<file path="src/rtl/alu_pkg.sv">
`default_nettype none
// ============================================================================
// Module      : alu_pkg
// Description : Shared ALUControl codes and execute-stage FSM encodings used by
//               alu_decoder and alu_exec_unit.
// Revision    : 1.0 - initial release
// ============================================================================
package alu_pkg;

  // ALUControl operation codes
  localparam logic [2:0] ALU_ADD = 3'b000;
  localparam logic [2:0] ALU_SUB = 3'b001;
  localparam logic [2:0] ALU_AND = 3'b010;
  localparam logic [2:0] ALU_OR  = 3'b011;
  localparam logic [2:0] ALU_MUL = 3'b100;
  localparam logic [2:0] ALU_SLT = 3'b101;

  // Execute-stage states. EXEC is folded into the output register: a
  // single-cycle op leaves the FSM in IDLE with out_valid set, which is what
  // allows back-to-back single-cycle ops at full rate.
  typedef enum logic [1:0] {
    ST_IDLE = 2'd0,
    ST_EXEC = 2'd1,
    ST_MUL  = 2'd2,
    ST_HOLD = 2'd3
  } alu_state_t;

endpackage : alu_pkg
`default_nettype wire

</file>
<file path="src/rtl/alu_exec_unit_mul_iter.sv">
`default_nettype none
// ============================================================================
// Module      : mul_iter
// Description : Iterative shift-add multiplier. start loads the operands and
//               clears the accumulator; each following cycle retires one
//               multiplier bit. done is high during the final step, and p
//               then carries the low WIDTH bits of a*b as they will be
//               written on that edge.
// Revision    : 1.0 - initial release
// ============================================================================
module mul_iter #(
  parameter int WIDTH = 32
) (
  input  logic             clk,
  input  logic             rst,
  input  logic             start,
  input  logic [WIDTH-1:0] a,
  input  logic [WIDTH-1:0] b,
  output logic             done,
  output logic [WIDTH-1:0] p
);

  localparam int CNT_W = (WIDTH > 1) ? $clog2(WIDTH) : 1;
  localparam logic [CNT_W-1:0] LAST_STEP = CNT_W'(WIDTH - 1);

  logic [WIDTH-1:0] a_sh;
  logic [WIDTH-1:0] b_sh;
  logic [WIDTH-1:0] acc;
  logic [CNT_W-1:0] step_cnt;
  logic             busy;
  logic [WIDTH-1:0] acc_next;

  // One partial product per step: add the shifted multiplicand when the
  // current multiplier LSB is set.
  always_comb begin
    acc_next = acc + (b_sh[0] ? a_sh : '0);
  end

  assign done = busy && (step_cnt == LAST_STEP);
  assign p    = acc_next;

  // Operand shifting, accumulation and step counting.
  always_ff @(posedge clk) begin
    if (rst) begin
      a_sh     <= '0;
      b_sh     <= '0;
      acc      <= '0;
      step_cnt <= '0;
      busy     <= 1'b0;
    end else if (start) begin
      a_sh     <= a;
      b_sh     <= b;
      acc      <= '0;
      step_cnt <= '0;
      busy     <= 1'b1;
    end else if (busy) begin
      acc  <= acc_next;
      a_sh <= a_sh << 1;
      b_sh <= b_sh >> 1;
      if (done) begin
        busy     <= 1'b0;
        step_cnt <= '0;
      end else begin
        step_cnt <= step_cnt + 1'b1;
      end
    end
  end

endmodule : mul_iter
`default_nettype wire

</file>
<file path="src/rtl/alu_exec_unit.sv">
`default_nettype none
// ============================================================================
// Module      : alu_exec_unit
// Description : Execute-stage ALU with valid/ready handshakes on both sides.
//               ADD/SUB/AND/OR/SLT and illegal codes complete in one cycle;
//               MUL runs through the iterative mul_iter over WIDTH cycles.
//               Result and NZCV/Illegal flags are registered.
// Revision    : 1.0 - initial release
// ============================================================================
module alu_exec_unit #(
  parameter int WIDTH  = 32,
  parameter bit MUL_EN = 1'b1
) (
  input  logic             clk,
  input  logic             rst,
  input  logic             in_valid,
  output logic             in_ready,
  input  logic [2:0]       ALUControl,
  input  logic [WIDTH-1:0] SrcA,
  input  logic [WIDTH-1:0] SrcB,
  output logic             out_valid,
  input  logic             out_ready,
  output logic [WIDTH-1:0] Result,
  output logic             Zero,
  output logic             Negative,
  output logic             Carry,
  output logic             Overflow,
  output logic             Illegal
);

  import alu_pkg::*;

  localparam int MSB = WIDTH - 1;

  alu_state_t       state;
  logic             accept;
  logic             mul_start;
  logic             mul_done;
  logic [WIDTH-1:0] mul_p;

  logic [WIDTH:0]   add_sum;
  logic [WIDTH:0]   sub_sum;
  logic             add_v;
  logic             sub_v;
  logic             slt_bit;

  logic [WIDTH-1:0] nxt_result;
  logic             nxt_carry;
  logic             nxt_ovf;
  logic             nxt_illegal;
  logic             is_mul;

  // A new op is taken only from IDLE and only when the output slot is free
  // or being drained on this same edge.
  assign in_ready  = !rst && (state == ST_IDLE) && (!out_valid || out_ready);
  assign accept    = in_valid && in_ready;
  assign mul_start = accept && is_mul;

  // WIDTH+1-bit adder and subtractor; SUB adds ~B with a carry-in of one so
  // the carry-out reads as "no borrow".
  always_comb begin
    add_sum = {1'b0, SrcA} + {1'b0, SrcB};
    sub_sum = {1'b0, SrcA} + {1'b0, ~SrcB} + {{WIDTH{1'b0}}, 1'b1};
    add_v   = (SrcA[MSB] == SrcB[MSB])  && (add_sum[MSB] != SrcA[MSB]);
    sub_v   = (SrcA[MSB] != SrcB[MSB])  && (sub_sum[MSB] != SrcA[MSB]);
    slt_bit = sub_sum[MSB] ^ sub_v;
  end

  // Select the single-cycle result and flags for the presented op code.
  always_comb begin
    nxt_result  = '0;
    nxt_carry   = 1'b0;
    nxt_ovf     = 1'b0;
    nxt_illegal = 1'b0;
    is_mul      = 1'b0;
    case (ALUControl)
      ALU_ADD: begin
        nxt_result = add_sum[MSB:0];
        nxt_carry  = add_sum[WIDTH];
        nxt_ovf    = add_v;
      end
      ALU_SUB: begin
        nxt_result = sub_sum[MSB:0];
        nxt_carry  = sub_sum[WIDTH];
        nxt_ovf    = sub_v;
      end
      ALU_AND: nxt_result = SrcA & SrcB;
      ALU_OR:  nxt_result = SrcA | SrcB;
      ALU_SLT: nxt_result = {{(WIDTH-1){1'b0}}, slt_bit};
      ALU_MUL: begin
        if (MUL_EN) begin
          is_mul = 1'b1;
        end else begin
          nxt_illegal = 1'b1;
        end
      end
      default: nxt_illegal = 1'b1;
    endcase
  end

  generate
    if (MUL_EN) begin : g_mul
      mul_iter #(
        .WIDTH (WIDTH)
      ) u_mul_iter (
        .clk   (clk),
        .rst   (rst),
        .start (mul_start),
        .a     (SrcA),
        .b     (SrcB),
        .done  (mul_done),
        .p     (mul_p)
      );
    end else begin : g_no_mul
      assign mul_done = 1'b0;
      assign mul_p    = '0;
    end
  endgenerate

  // FSM and output register: load on accept or MUL completion, drain on
  // out_ready, hold otherwise. Zero/Negative are registered alongside Result.
  always_ff @(posedge clk) begin
    if (rst) begin
      state     <= ST_IDLE;
      out_valid <= 1'b0;
      Result    <= '0;
      Zero      <= 1'b0;
      Negative  <= 1'b0;
      Carry     <= 1'b0;
      Overflow  <= 1'b0;
      Illegal   <= 1'b0;
    end else begin
      case (state)
        ST_IDLE: begin
          if (accept) begin
            if (is_mul) begin
              state     <= ST_MUL;
              out_valid <= 1'b0;
            end else begin
              out_valid <= 1'b1;
              Result    <= nxt_result;
              Zero      <= (nxt_result == '0);
              Negative  <= nxt_result[MSB];
              Carry     <= nxt_carry;
              Overflow  <= nxt_ovf;
              Illegal   <= nxt_illegal;
            end
          end else if (out_valid && out_ready) begin
            out_valid <= 1'b0;
          end
        end
        ST_MUL: begin
          if (mul_done) begin
            state     <= ST_HOLD;
            out_valid <= 1'b1;
            Result    <= mul_p;
            Zero      <= (mul_p == '0);
            Negative  <= mul_p[MSB];
            Carry     <= 1'b0;
            Overflow  <= 1'b0;
            Illegal   <= 1'b0;
          end
        end
        ST_HOLD: begin
          if (out_valid && out_ready) begin
            out_valid <= 1'b0;
            state     <= ST_IDLE;
          end
        end
        default: begin
          state     <= ST_IDLE;
          out_valid <= 1'b0;
        end
      endcase
    end
  end

endmodule : alu_exec_unit
`default_nettype wire

</file>
<file path="config.mk">
export PLATFORM = sky130hd
export DESIGN_NAME = alu_exec_unit
export DESIGN_NICKNAME = d
export VERILOG_FILES = /design/src/rtl/alu_pkg.sv /design/src/rtl/alu_exec_unit_mul_iter.sv /design/src/rtl/alu_exec_unit.sv
export SDC_FILE = /design/constraint.sdc
export NUM_CORES = 1
export LEC_CHECK = 0
export BUFFER_PORTS_ARGS = -buffer_cell sky130_fd_sc_hd__buf_2
export CAP_MARGIN = 20
export CORE_MARGIN = 2
export CORE_UTILIZATION = 35
export CTS_CLUSTER_DIAMETER = 40
export CTS_CLUSTER_SIZE = 16
export DETAILED_ROUTE_END_ITERATION = 7
export GPL_TIMING_DRIVEN = 0
export PLACE_DENSITY_LB_ADDON = 0.15
export RECOVER_POWER = 25
export SLEW_MARGIN = 30
export SYNTH_ARGS = -nofsm -noshare
export SYNTH_HDL_FRONTEND = slang
export SYNTH_SLANG_ARGS = --single-unit
</file>
<file path="constraint.sdc">
create_clock -name clk -period 4.85 [get_ports clk]
set_input_delay 0.2425 -clock clk [delete_from_list [all_inputs] [get_ports clk]]
set_output_delay 0.2425 -clock clk [all_outputs]
set_load 0.01 [all_outputs]
</file>
Word-level counts from Yosys, hierarchy flattened
Cells that the tools add are included.
- flip-flop bits (word level): 142
- bits of input ports: 71
- output and inout port bits: 39
- word-level logic and storage cells: 106
- add/sub/neg operators: 5
- eq/ne operators: 17
- multiplexer cells: 46
- bitwise operators: 4
- reduce and logical (&&, ||, !) cells: 21
- operator list (cell ; count):
    $mux 32 ; 8
    $pmux 32 s5 ; 1
    $add 32x32->33 ; 2
    $logic_not 32->1 ; 2
    $pmux 32 s2 ; 1
    $add 33x1->33 const B ; 1
    $add 32x32->32 ; 1
    $and 32x32->32 ; 1
    $not 32->32 ; 1
    $or 32x32->32 ; 1
    $mux 1 ; 22
    $pmux 1 s2 ; 7
    $logic_and 1x1->1 ; 8
    $mux 2 ; 4
    $ne 2x2->1 const B ; 4
    $reduce_and 4->1 ; 2
    $eq 3x2->1 const B ; 2
    $eq 3x3->1 const B ; 2
    $pmux 2 s3 ; 1
    $reduce_or 6->1 ; 1
    $add 5x1->5 const B ; 1
    $eq 5x5->1 const B ; 1
    $mux 5 ; 1
    $eq 2x2->1 const B ; 2
    12 further kinds ; 16

Logic depth before layout (Yosys ltp)
- depth after elaboration: 11
- mapped depth: 26
- depth with buffers taken out: 25

Modules after synthesis
From an unflattened synthesis, not the netlist that was laid out.
- cell total of the unflattened synthesis: 1844
- area, all modules: 13480.4 µm²
- modules (own cells, without submodules) (module ; times used ; cells each ; area an instance (µm²)):
    alu_exec_unit ; 1 ; 1065 ; 7225.7
    mul_iter ; 1 ; 779 ; 6254.7

Least setup slack after synthesis
No wires, ideal clock.
- kind: input to register
- start point: in SrcB[12]
- end point: reg Zero
- setup time: 0.122 ns
- data arrival time: 4.030 ns
- slack: 0.698 ns
- stages on the path: 24
- cell sequence: inv_1 ha_1 buf_2 nor2b_1 o311a_1 o41ai_2 nor2_1 a21oi_1 a31oi_1 nor2_1 o21bai_1 a21oi_1 nor2_1 nor2_1 o21bai_1 fa_1 nor2_1 a221oi_1 a21boi_0 nor4_1 and4_1 nand4b_1 nor4_2 a311o_1
- longest elaborated chain between the ends: 11
- elaborated cells on any way between the ends: 14
- classes of those cells: add/sub (3); eq/ne (1); mux (4); bitwise (4); reduce/logical (2)
- RTL lines (item ; RTL line ; source):
    start, declared ; alu_exec_unit.sv:20 ; input logic [WIDTH-1:0] SrcB,
    $not 32->32 ; alu_exec_unit.sv:63 ; sub_sum = {1'b0, SrcA} + {1'b0, ~SrcB} + {{WIDTH{1'b0}}, 1'b1};
    $add 32x32->33 ; alu_exec_unit.sv:63 ;
    $add 33x1->33 ; alu_exec_unit.sv:63 ;
    $ne 1x1->1 ; alu_exec_unit.sv:65 ; sub_v = (SrcA[MSB] != SrcB[MSB]) && (sub_sum[MSB] != SrcA[MSB]);
    $logic_and 1x1->1 ; alu_exec_unit.sv:65 ;
    $xor 1x1->1 ; alu_exec_unit.sv:66 ; slt_bit = sub_sum[MSB] ^ sub_v;
    $pmux 32 s5 * ; alu_exec_unit.sv:76 ; case (ALUControl)
    $logic_not 32->1 * ; alu_exec_unit.sv:142 ; Zero <= (nxt_result == '0);
    $mux 1 * ; alu_exec_unit.sv:136 ; if (is_mul) begin
    $mux 1 * ; alu_exec_unit.sv:135 ; if (accept) begin
    $pmux 1 s2 * ; alu_exec_unit.sv:133 ; case (state)
    end signal, assigned ; alu_exec_unit.sv:142 ;
    end signal, assigned ; alu_exec_unit.sv:157 ; Zero <= (mul_p == '0);
    end, declared ; alu_exec_unit.sv:24 ; output logic Zero,
Mark *: on every way between the ends. The rest lies on a longest branch, timed or not. The select of a mux whose other input is x is not followed.
A chain may end at the register's enable or synchronous reset.

Final worst setup path
- start point: in SrcA[12]
- end point: reg Zero
- longest elaborated chain between the ends: 10
- elaborated cells on any way between the ends: 13
- classes of those cells: add/sub (3); eq/ne (1); mux (4); bitwise (3); reduce/logical (2)
- RTL lines (item ; RTL line ; source):
    start, declared ; alu_exec_unit.sv:19 ; input logic [WIDTH-1:0] SrcA,
    $add 32x32->33 ; alu_exec_unit.sv:63 ;
    $add 33x1->33 ; alu_exec_unit.sv:63 ;
    $ne 1x1->1 ; alu_exec_unit.sv:65 ;
    $logic_and 1x1->1 ; alu_exec_unit.sv:65 ;
    $xor 1x1->1 ; alu_exec_unit.sv:66 ;
    $pmux 32 s5 * ; alu_exec_unit.sv:76 ;
    $logic_not 32->1 * ; alu_exec_unit.sv:142 ;
    $mux 1 * ; alu_exec_unit.sv:136 ;
    $mux 1 * ; alu_exec_unit.sv:135 ;
    $pmux 1 s2 * ; alu_exec_unit.sv:133 ;
Marks and branches as above.

==> summary.md <==
| Metric | Value |
|---|---|
| Clk_lat worst skew | 0.45 ns |
| Fraction of layout cells with a size suffix above 1 | around 9% |
| Setup Slack @ Placement | -0.722 ns |
| Max_cap viols | 0 |
| Layout fillers | around 3,900 |
| Final setup violation count | 0 |
| I/O pin count | 110 |
| Crit path DAT | 4.96 ns |
| RSZ-0062 raised after global routing | no |
| Synth Instances | 1,691 |
| Slew Limit Headroom | 30.1% |
| # diodes | 0 |
| Slew @ Worst Pin | 1.04 ns |
| CTS tree | done |
| 1st-pass router iterations | 5 |
| Overflow after GRT | 0 |
| Num Clock Sinks | 141 |
| Setup crit end kind | register |
| Root Buffer | clkbuf_16 |
| GRT Total Usage | 26.8% |
| Tightest Hold Check Type | input pin to register |
| Power per Cell Area | 244 mW/mm^2 |
| Mapped Area | 0.0128 mm^2 |
| Final Util | 40.3% |
| Die Wd | ~200 um |
| # rows | 70 |
| F_max | 216 MHz |
| WP data required | 5.18 ns |
| Vias after detailed routing | about 13,000 |
| Post-synth EDFFs | 0 |
| Status | finished clean |
| Total number of yosys warnings | 0 |
| Hpwl dp | 41,100 um |
| WL per Instance | 22.4 um |
| Final worst path period share | a little over nine tenths |
| CP Max Fanout | 10 |
| Slew Viols, Final | 0 |
| DIE AREA | ~0.038 mm^2 |
| DRC errors left | 0 |
| Commonest non-fill, non-tap cell in the layout | nor2_1 |
| Iter 0 DRT Violations | 1,136 |
| Synth unique cells | 85 |
| Most frequent cells in the layout | 223 x nor2_1, 141 x dfxtp_1, 140 x ha_1 |
| CP startpoint kind | input pin |
| GP Congestion | a little over 0.9 |
| Worst Setup Path Type | input pin to register |
| Clock skew | 0.0149 ns |
| Number of global-route vias before repair | 12,929 |
| I/O Buffers | about 110 |
| TritonCTS Buffers | 17 |
| Worst-path clk slew | 0.08 ns |
| First-pass GRT wire length | 78,000 um |
| Largest net degree at the start of global routing | 17 |
| Starting density of the core | 35.2% |
| Hold_ws | 0.0949 ns |
| Top FF cell, synth | dfxtp_1 |
| Core footprint | 0.0363 mm^2 |
| Final worst slack | 0.221 ns |
| Leakage power | 5.91 nW |
| DRT Wirelength | ~52,000 um |
| Sequential area share after synthesis | between 20 and 25% |
| Initial antenna violation count | 0 |
| P&R area growth vs syn | 14.3% |
| Ys async rst share | 0% |
| Final hold vios | 0 |
| Post-synth net total | 1,906 |
| CTS Hold Bufs | 0 |
| Clk buf depth | 2 |
| Fin crit period | ~4.6 ns |
| Average cell area after synthesis | 7.58 um^2 |
| Die height | between 150 and 200 um |
| Peak supply drop | about 360 uV |
| Vias/cell | 5.77 |
| Yosys reg bits | 141 |
| CTS H-tree depth | 4 |
| Final nets | 2,034 |
| Post-route ant nets | 0 |
==> cells in the mapped netlist (7+ instances only) <==
master | number | area [um^2]
nand4_1 | 18 | 113
a211oi_1 | 83 | 623
nor3_1 | 37 | 185
nand2b_1 | 15 | 93.8
ha_1 | 140 | 1750
dfxtp_1 | 141 | 2820
a21o_1 | 26 | 195
nor2b_1 | 10 | 62.6
a22oi_1 | 12 | 90.1
o21a_1 | 12 | 90.1
nand2_1 | 111 | 417
o21ai_0 | 60 | 300
a21oi_1 | 138 | 691
o22ai_1 | 11 | 68.8
mux2i_1 | 93 | 931
clkbuf_1 | 93 | 349
nor4_1 | 17 | 106
nand3_1 | 33 | 165
nor2_1 | 225 | 845
a31oi_1 | 18 | 113
o211ai_1 | 18 | 135
xnor2_1 | 32 | 280
o21bai_1 | 14 | 105
a221oi_1 | 18 | 158
and2_1 | 33 | 206
buf_2 | 7 | 35.0
o21ai_1 | 9 | 45.0
or4_1 | 7 | 52.6
o31ai_1 | 12 | 90.1
inv_1 | 101 | 379
xor2_1 | 16 | 140
==> registers in the layout, indices dropped and copies added, names as in the netlist <==
signal,cells
state,2
Illegal,1
g_mul.u_mul_iter.busy,1
Carry,1
g_mul.u_mul_iter.acc,32
Zero,1
Result,32
g_mul.u_mul_iter.b_sh,32
g_mul.u_mul_iter.a_sh,32
g_mul.u_mul_iter.step_cnt,5
Overflow,1
out_valid,1
==> power by group <==
group / switching (mW) / internal [mW]
Clock: 0.667 / 0.741
Sequential: 0.0227 / 1.19
Combinational: 0.640 / 0.310
==> layer usage <==
| layer | vias to the layer above | wire length [um] | global-route usage, % |
|---|---|---|---|
| met5 | - | 0 | 0 |
| met4 | 0 | 1530 | 8.96 |
| met3 | 90 | 3510 | 4.27 |
| met2 | 485 | 23500 | 43.8 |
| met1 | 6321 | 23000 | 35.8 |
| li1 | 6377 | - | - |
==> worst max-delay path, cell delays in order <==
cell	delay [ns]
buf_2	0.13
inv_1	0.05
ha_1	0.26
buf_2	0.22
nor2b_1	0.12
o311a_1	0.37
o41ai_4	0.43
nor2_1	0.11
a21oi_2	0.19
a31oi_2	0.13
nor2_1	0.19
o21bai_1	0.09
a21oi_1	0.16
nor2_1	0.05
nor2_1	0.12
o21bai_1	0.10
fa_1	0.39
nor4b_2	0.32
a221oi_2	0.10
nand4b_1	0.14
nor3_1	0.05
nand4_1	0.17
nor4_1	0.07
and4_1	0.24
nand4b_1	0.11
nor4_2	0.06
a311o_1	0.33
==> logic make-up (layout without fill, tap and decap cells) <==
group	after synthesis	in the layout	share of synthesized area, %
flops	141	141	22.0
fa+ha+maj	144	144	14.3
mux	94	94	7.35
xor+xnor	48	48	3.28
buf+inv	216	357	6.54
simple gates	539	539	19.4
compound gates	509	509	27.0
==> stage by stage <==
| stage | cell area (um^2) | power, mW | std cells | setup TNS [ns] |
|---|---|---|---|---|
| after floorplan | 12800 | 1.81 | 1691 | 0 |
| after global placement | 13900 | 2.14 | 2266 | -0.854 |
| after detailed placement | 13900 | 2.14 | 2266 | -0.741 |
| after CTS | 14500 | 3.54 | 2298 | 0 |
| after global routing | 14600 | 3.70 | 2300 | 0 |
| final | 14600 | 3.57 | 2300 | 0 |
==> path summary, 6_finish.rpt <==
| check | endpoint | from | cells after the start | slack (ns) |
|---|---|---|---|---|
| worst max-delay path | Zero$_SDFFE_PP0P_ | SrcA[12] | 27 | 0.22 |
| worst min-delay path | g_mul.u_mul_iter.b_sh[17]$_SDFFE_PP0P_ | SrcB[17] | 3 | 0.09 |
| worst max register to register | Zero$_SDFFE_PP0P_ | g_mul.u_mul_iter.b_sh[0]$_SDFFE_PP0P_ | 15 | 0.31 |
| worst min register to register | g_mul.u_mul_iter.acc[13]$_SDFFE_PP0P_ | g_mul.u_mul_iter.acc[13]$_SDFFE_PP0P_ | 2 | 0.50 |
==> cell type report <==
cell class / instances / area (um^2) / area share (%)
clock inverters: 14 / 146 / 1.00
flip-flops and latches: 141 / 2820 / 19.3
repair buffers: 110 / 512 / 3.49
clock buffers: 18 / 439 / 3.00
multi-input cells: 1334 / 9300 / 63.5
inverters: 107 / 402 / 2.74
plain buffers: 108 / 437 / 2.98
well taps: 468 / 586 / 4.00
==> repair_timing <==
action,CTS,global route
resized for setup,4,24
buffers inserted,0,3
pin swaps,0,1
endpoints found under the setup margin,1,1
No activity file was read; power rests on OpenSTA's default activity.
